## src/rtl/sdram_arbit.sv

```systemverilog
// SDRAM command arbiter: init owns the pins until flag_init_end, then refresh > write > read.
// Define SDRAM_ARB_RR_EN to resolve simultaneous write/read requests round-robin.
module sdram_arbit #(
  parameter int         REF_CNT_END = 780,
  parameter logic [3:0] NOP_CMD     = 4'b0111
) (
  input  logic        sclk,
  input  logic        rstn,
  input  logic        flag_init_end,
  input  logic [3:0]  init_cmd,
  input  logic [11:0] init_addr,
  input  logic        ref_end,
  input  logic [3:0]  ref_cmd,
  input  logic [11:0] ref_addr,
  input  logic        wr_req,
  input  logic        wr_end,
  input  logic [3:0]  wr_cmd,
  input  logic [1:0]  wr_bank,
  input  logic [11:0] wr_addr,
  input  logic        rd_req,
  input  logic        rd_end,
  input  logic [3:0]  rd_cmd,
  input  logic [1:0]  rd_bank,
  input  logic [11:0] rd_addr,
  output logic        ref_en,
  output logic        wr_en,
  output logic        rd_en,
  output logic [3:0]  sdram_cmd,
  output logic [1:0]  sdram_bank,
  output logic [11:0] sdram_addr
);

  localparam int CNT_W = $clog2(REF_CNT_END);

  typedef enum logic [2:0] {IDLE, ARBIT, AREF, WRITE, READ} state_t;

  state_t           state;
  logic [CNT_W-1:0] ref_cnt;
  logic             ref_req;
  logic             ref_wrap;
  logic             pick_wr;

  assign ref_wrap = flag_init_end && (ref_cnt == CNT_W'(REF_CNT_END - 1));

  // NOTE: sequential state uses non-blocking assignments so every register samples pre-edge values.
  always_ff @(posedge sclk or negedge rstn) begin
    if (!rstn) begin
      ref_cnt <= '0;
    end else if (!flag_init_end || ref_wrap) begin
      ref_cnt <= '0;
    end else begin
      ref_cnt <= ref_cnt + CNT_W'(1);
    end
  end

  // A wrap landing on the same edge as the grant keeps the request alive.
  always_ff @(posedge sclk or negedge rstn) begin
    if (!rstn) begin
      ref_req <= 1'b0;
    end else if (ref_wrap) begin
      ref_req <= 1'b1;
    end else if (state == ARBIT && ref_req) begin
      ref_req <= 1'b0;
    end
  end

`ifdef SDRAM_ARB_RR_EN
  // Remembers which side won the last write/read tie; reset value favours write next.
  logic last_grant_wr;
  assign pick_wr = wr_req && (!rd_req || !last_grant_wr);

  always_ff @(posedge sclk or negedge rstn) begin
    if (!rstn) begin
      last_grant_wr <= 1'b0;
    end else if (state == ARBIT && !ref_req && wr_req && rd_req) begin
      last_grant_wr <= pick_wr;
    end
  end
`else
  assign pick_wr = wr_req;
`endif

  always_ff @(posedge sclk or negedge rstn) begin
    if (!rstn) begin
      state  <= IDLE;
      ref_en <= 1'b0;
      wr_en  <= 1'b0;
      rd_en  <= 1'b0;
    end else begin
      case (state)
        IDLE: begin
          if (flag_init_end) state <= ARBIT;
        end
        ARBIT: begin
          if (ref_req) begin
            state  <= AREF;
            ref_en <= 1'b1;
          end else if (pick_wr) begin
            state <= WRITE;
            wr_en <= 1'b1;
          end else if (rd_req) begin
            state <= READ;
            rd_en <= 1'b1;
          end
        end
        AREF: begin
          if (ref_end) begin
            state  <= ARBIT;
            ref_en <= 1'b0;
          end
        end
        WRITE: begin
          if (wr_end) begin
            state <= ARBIT;
            wr_en <= 1'b0;
          end
        end
        READ: begin
          if (rd_end) begin
            state <= ARBIT;
            rd_en <= 1'b0;
          end
        end
        default: begin
          state  <= IDLE;
          ref_en <= 1'b0;
          wr_en  <= 1'b0;
          rd_en  <= 1'b0;
        end
      endcase
    end
  end

  // NOTE: defaults first so every path assigns every output and no latch is inferred.
  always_comb begin
    sdram_cmd  = NOP_CMD;
    sdram_bank = 2'b00;
    sdram_addr = '0;
    case (state)
      IDLE: begin
        sdram_cmd  = init_cmd;
        sdram_addr = init_addr;
      end
      AREF: begin
        sdram_cmd  = ref_cmd;
        sdram_addr = ref_addr;
      end
      WRITE: begin
        sdram_cmd  = wr_cmd;
        sdram_bank = wr_bank;
        sdram_addr = wr_addr;
      end
      READ: begin
        sdram_cmd  = rd_cmd;
        sdram_bank = rd_bank;
        sdram_addr = rd_addr;
      end
      default: ;
    endcase
  end

endmodule
```

## config.mk

```make
export PLATFORM = sky130hd
export DESIGN_NAME = sdram_arbit
export DESIGN_NICKNAME = d
export VERILOG_FILES = /design/src/rtl/sdram_arbit.sv
export SDC_FILE = /design/constraint.sdc
export NUM_CORES = 1
export LEC_CHECK = 0
export ABC_AREA = 0
export CORE_ASPECT_RATIO = 1.5
export CORE_MARGIN = 2
export CORE_UTILIZATION = 39
export CTS_CLUSTER_DIAMETER = 80
export DETAILED_ROUTE_END_ITERATION = 8
export PLACE_DENSITY = 0.87
export SYNTH_ARGS = -nofsm -noshare
export SYNTH_HDL_FRONTEND = slang
export SYNTH_SLANG_ARGS = --single-unit
```

## constraint.sdc

```tcl
create_clock -name sclk -period 1.8 [get_ports sclk]
set_input_delay 0.18 -clock sclk [delete_from_list [all_inputs] [get_ports sclk]]
set_output_delay 0.18 -clock sclk [all_outputs]
set_load 0.02 [all_outputs]
```

==> flow_metrics.py <==
metrics = {
    "synth": {
        "syn-num-nets": 262,
        "ys.flop_type": "dfrtp_1",
        "synth_edf_count": 0,
        "yosysSeqAreaShare": 0.297,
        "synth.distinct_cells": 38,
        "synth_area_per_cell_um2": 7.75,
        "synth_seq_cells": 17,
        "syn-cell-area_um2": 1430,
        "syn-instance-count": 185,
        "yosys_warnings": 0,
        "async_flop_share": 1.00,
    },
    "critical_path": {
        "r2r_slack_ps": 310,
        "critPathLaunchType": "flop",
        "cp-end-kind": "output port",
        "crit_required_ps": 1620,
        "critical_path_class": "flop to output port",
        "cp.arrival_ps": 1650,
        "rr_startpoint": "state[2]$_DFFE_PN0P_",
        "reg2reg_depth": 6,
        "path_max_fanout": 6,
        "timing.rr.end": "rd_en$_DFFE_PN0P_",
    },
    "power_and_ir_drop": {
        "clkPwrFrac": 0.100,
        "power_density_nw_per_um2": 1140,
        "pwr-share-comb": 0.718,
        "vdd_drop_max_mv": 0.736,
        "intPower_mw": 1.61,
        "p_leak_nw": 1.09,
        "sequentialPowerShare": 0.181,
        "switching_share": 0.443,
        "p_sw_mw": 1.28,
    },
    "floorplanning": {
        "core_um2": 3580,
        "ios": 97,
        "die_y_um": 78.3,
        "rows": 27,
        "die_w_um": 53.5,
        "initial_core_util": 0.400,
        "fp.dieArea_um2": 4190,
    },
    "detailed_routing": {
        "post_drt_wl_per_cell_um": 14.6,
        "drt_wl_total_um": 4900,
        "post-route-drc-count": 0,
        "drt-initial-drc-count": 53,
        "first_pass_iters": 4,
        "via_per_inst": 5.09,
        "vias": 1706,
        "postRouteAntennaNets": 0,
    },
    "clock_network": {
        "cts_tree": "done",
        "cts-root-buf": "clkbuf_8",
        "cts_buffers": 3,
        "clk_latency_ps": 260,
        "cts.sinks": 17,
        "clock_path_buffers": 2,
        "clkTransAtPathRegs_ps": 70,
        "h-tree-depth": 1,
    },
    "timing": {
        "hold_ws_ps": 243,
        "worstMarginPinSlew_ps": 243,
        "fin_crit_sh": 1.02,
        "finalMaxSlewViolations": 0,
        "hold_violations": 0,
        "rsz0062_at_grt": "yes",
        "fin_ws_ps": -33.5,
        "relSlewSlack": 0.836,
        "fin_skew_ps": 1.11,
        "setup_viol": 1,
        "post-route-min-period_ps": 1830,
        "fmax_mhz": 545,
    },
    "final_layout": {
        "fill_cells": 279,
        "area_delta_synth_final_pct": 76.4,
        "multi_input_area_um2": 917,
        "drive_gt1_frac": 0.178,
        "regArea_um2": 427,
        "nets": 370,
        "antenna_cells": 0,
        "stdcell_area_um2": 2530,
    },
    "job": {
        "maxCapViolations": 0,
    },
    "global_route": {
        "grt_start_max_net_pins": 18,
        "gr-total-overflow": 0,
        "grt-busiest-layer": "met2",
        "met1_usage": 0.284,
        "globalRouteMet3Util": 0.0703,
        "grt_usage": 0.235,
        "grt_util_met2": 0.395,
        "grt_pass1_wl_um": 7510,
        "grt_antenna_before_repair": 0,
        "grt_pass1_vias": 1622,
    },
    "min_path": {
        "hp-class": "primary input to async pin",
    },
    "run_status": {
        "violations": "negative setup slack",
        "status": "complete, but fails checks",
    },
    "placement": {
        "portBuffers": 96,
        "gp_congestion": 0.746,
        "dp.final_hpwl_um": 3890,
        "place_area_um2": 2520,
    },
}
## layer usage
| layer | vias up | part of all wire | wire length, um |
|---|---|---|---|
| li1 | 855 | - | - |
| met1 | 754 | 0.38 | 1870 |
| met2 | 90 | 0.49 | 2390 |
| met3 | 7 | 0.12 | 568 |
| met4 | 0 | 0.014 | 67 |
| met5 | - | 0 | 0 |
## flip-flops by register name (all words and copies together), names as in the netlist
register and count:
state 3, ref_cnt 10, ref_req 1, rd_en 1, wr_en 1, ref_en 1
## Yosys cell counts (3+ instances only)
| master | count | area (um2) |
|---|---|---|
| mux2i_1 | 13 | 130 |
| nand2_1 | 18 | 67.6 |
| nor2_1 | 31 | 116 |
| dfrtp_1 | 17 | 425 |
| a21oi_1 | 22 | 110 |
| xnor2_1 | 5 | 43.8 |
| nand2b_1 | 3 | 18.8 |
| o21ai_0 | 7 | 35.0 |
| buf_6 | 4 | 45.0 |
| inv_1 | 3 | 11.3 |
| xor2_1 | 3 | 26.3 |
| o21ai_1 | 12 | 60.1 |
| nand3_1 | 5 | 25.0 |
| nor2b_1 | 4 | 25.0 |
| buf_4 | 3 | 22.5 |
| o22a_1 | 4 | 35.0 |
| buf_2 | 3 | 15.0 |
## worst max path at each step
stage / startpoint / to / cells after the start
finish: state[1]$_DFFE_PN0P_ / sdram_cmd[2] / 5
detailed placement: state[1]$_DFFE_PN0P_ / sdram_addr[5] / 6
floorplan: state[1]$_DFFE_PN0P_ / sdram_addr[11] / 6
global route: state[1]$_DFFE_PN0P_ / sdram_addr[9] / 7
CTS: state[1]$_DFFE_PN0P_ / sdram_addr[2] / 6
global placement: state[1]$_DFFE_PN0P_ / sdram_addr[5] / 6
## cells in the final DEF, fill, tap and decap left out, types with 7 or more instances in the layout
cell and n:
mux2i_1 12, a21oi_1 21, nand2_1 18, o21ai_1 12, buf_4 15, dfrtp_1 16
nor2_1 31, clkdlybuf4s50_1 78, o21ai_0 7, buf_2 13
## stage by stage
step                      setup TNS [ps]  instances  total power, mW  worst slack [ps]  utilization
final                              -33.5        335             2.88             -33.5        0.706
after CTS                          -64.5        334             2.92             -43.0        0.716
after detailed placement           -1490        330             2.71              -115        0.703
after floorplan                        0        185             1.78               292            -
after global placement             -1240        330             2.68              -119        0.703
after global routing                -287        335             3.09              -103        0.706
## critical path, cell delays in order, from the launching register on
cell     delay [ps]
dfrtp_2         450
buf_4           160
mux2_4          290
o22a_1          170
o22a_1          170
buf_2           160
## cells by family after synthesis
family,share of synthesized area
fa+ha+maj,0.00872
buf+inv,0.0707
compound gates,0.222
mux,0.101
flops,0.297
simple gates,0.252
xor+xnor,0.0489
## repair_timing
action	4_1_cts	5_1_grt
pin swaps	0	0
resized for setup	62	15
setup endpoints to repair	18	13
hold buffers	0	0
endpoints found under the hold margin	0	0
setup buffers	0	1
## final cells by class
type	count	area share
timing repair buffer	115	0.425
multi-input combinational	153	0.363
sequential	17	0.169
tap	43	0.0213
clock buffer	3	0.0163
inverter	3	0.00445
clock inverter	1	0.00198
## power groups by stage
stage          Sequential (mW)  Clock (mW)  Combinational, mW
3_3_place_gp             0.527           0               2.15
6_report                 0.523       0.289               2.07
2_1_floorplan            0.536           0               1.24
3_5_place_dp             0.528           0               2.18
4_1_cts                  0.528       0.291               2.10
5_1_grt                  0.535       0.306               2.25
(Power assumes the default switching activity.)
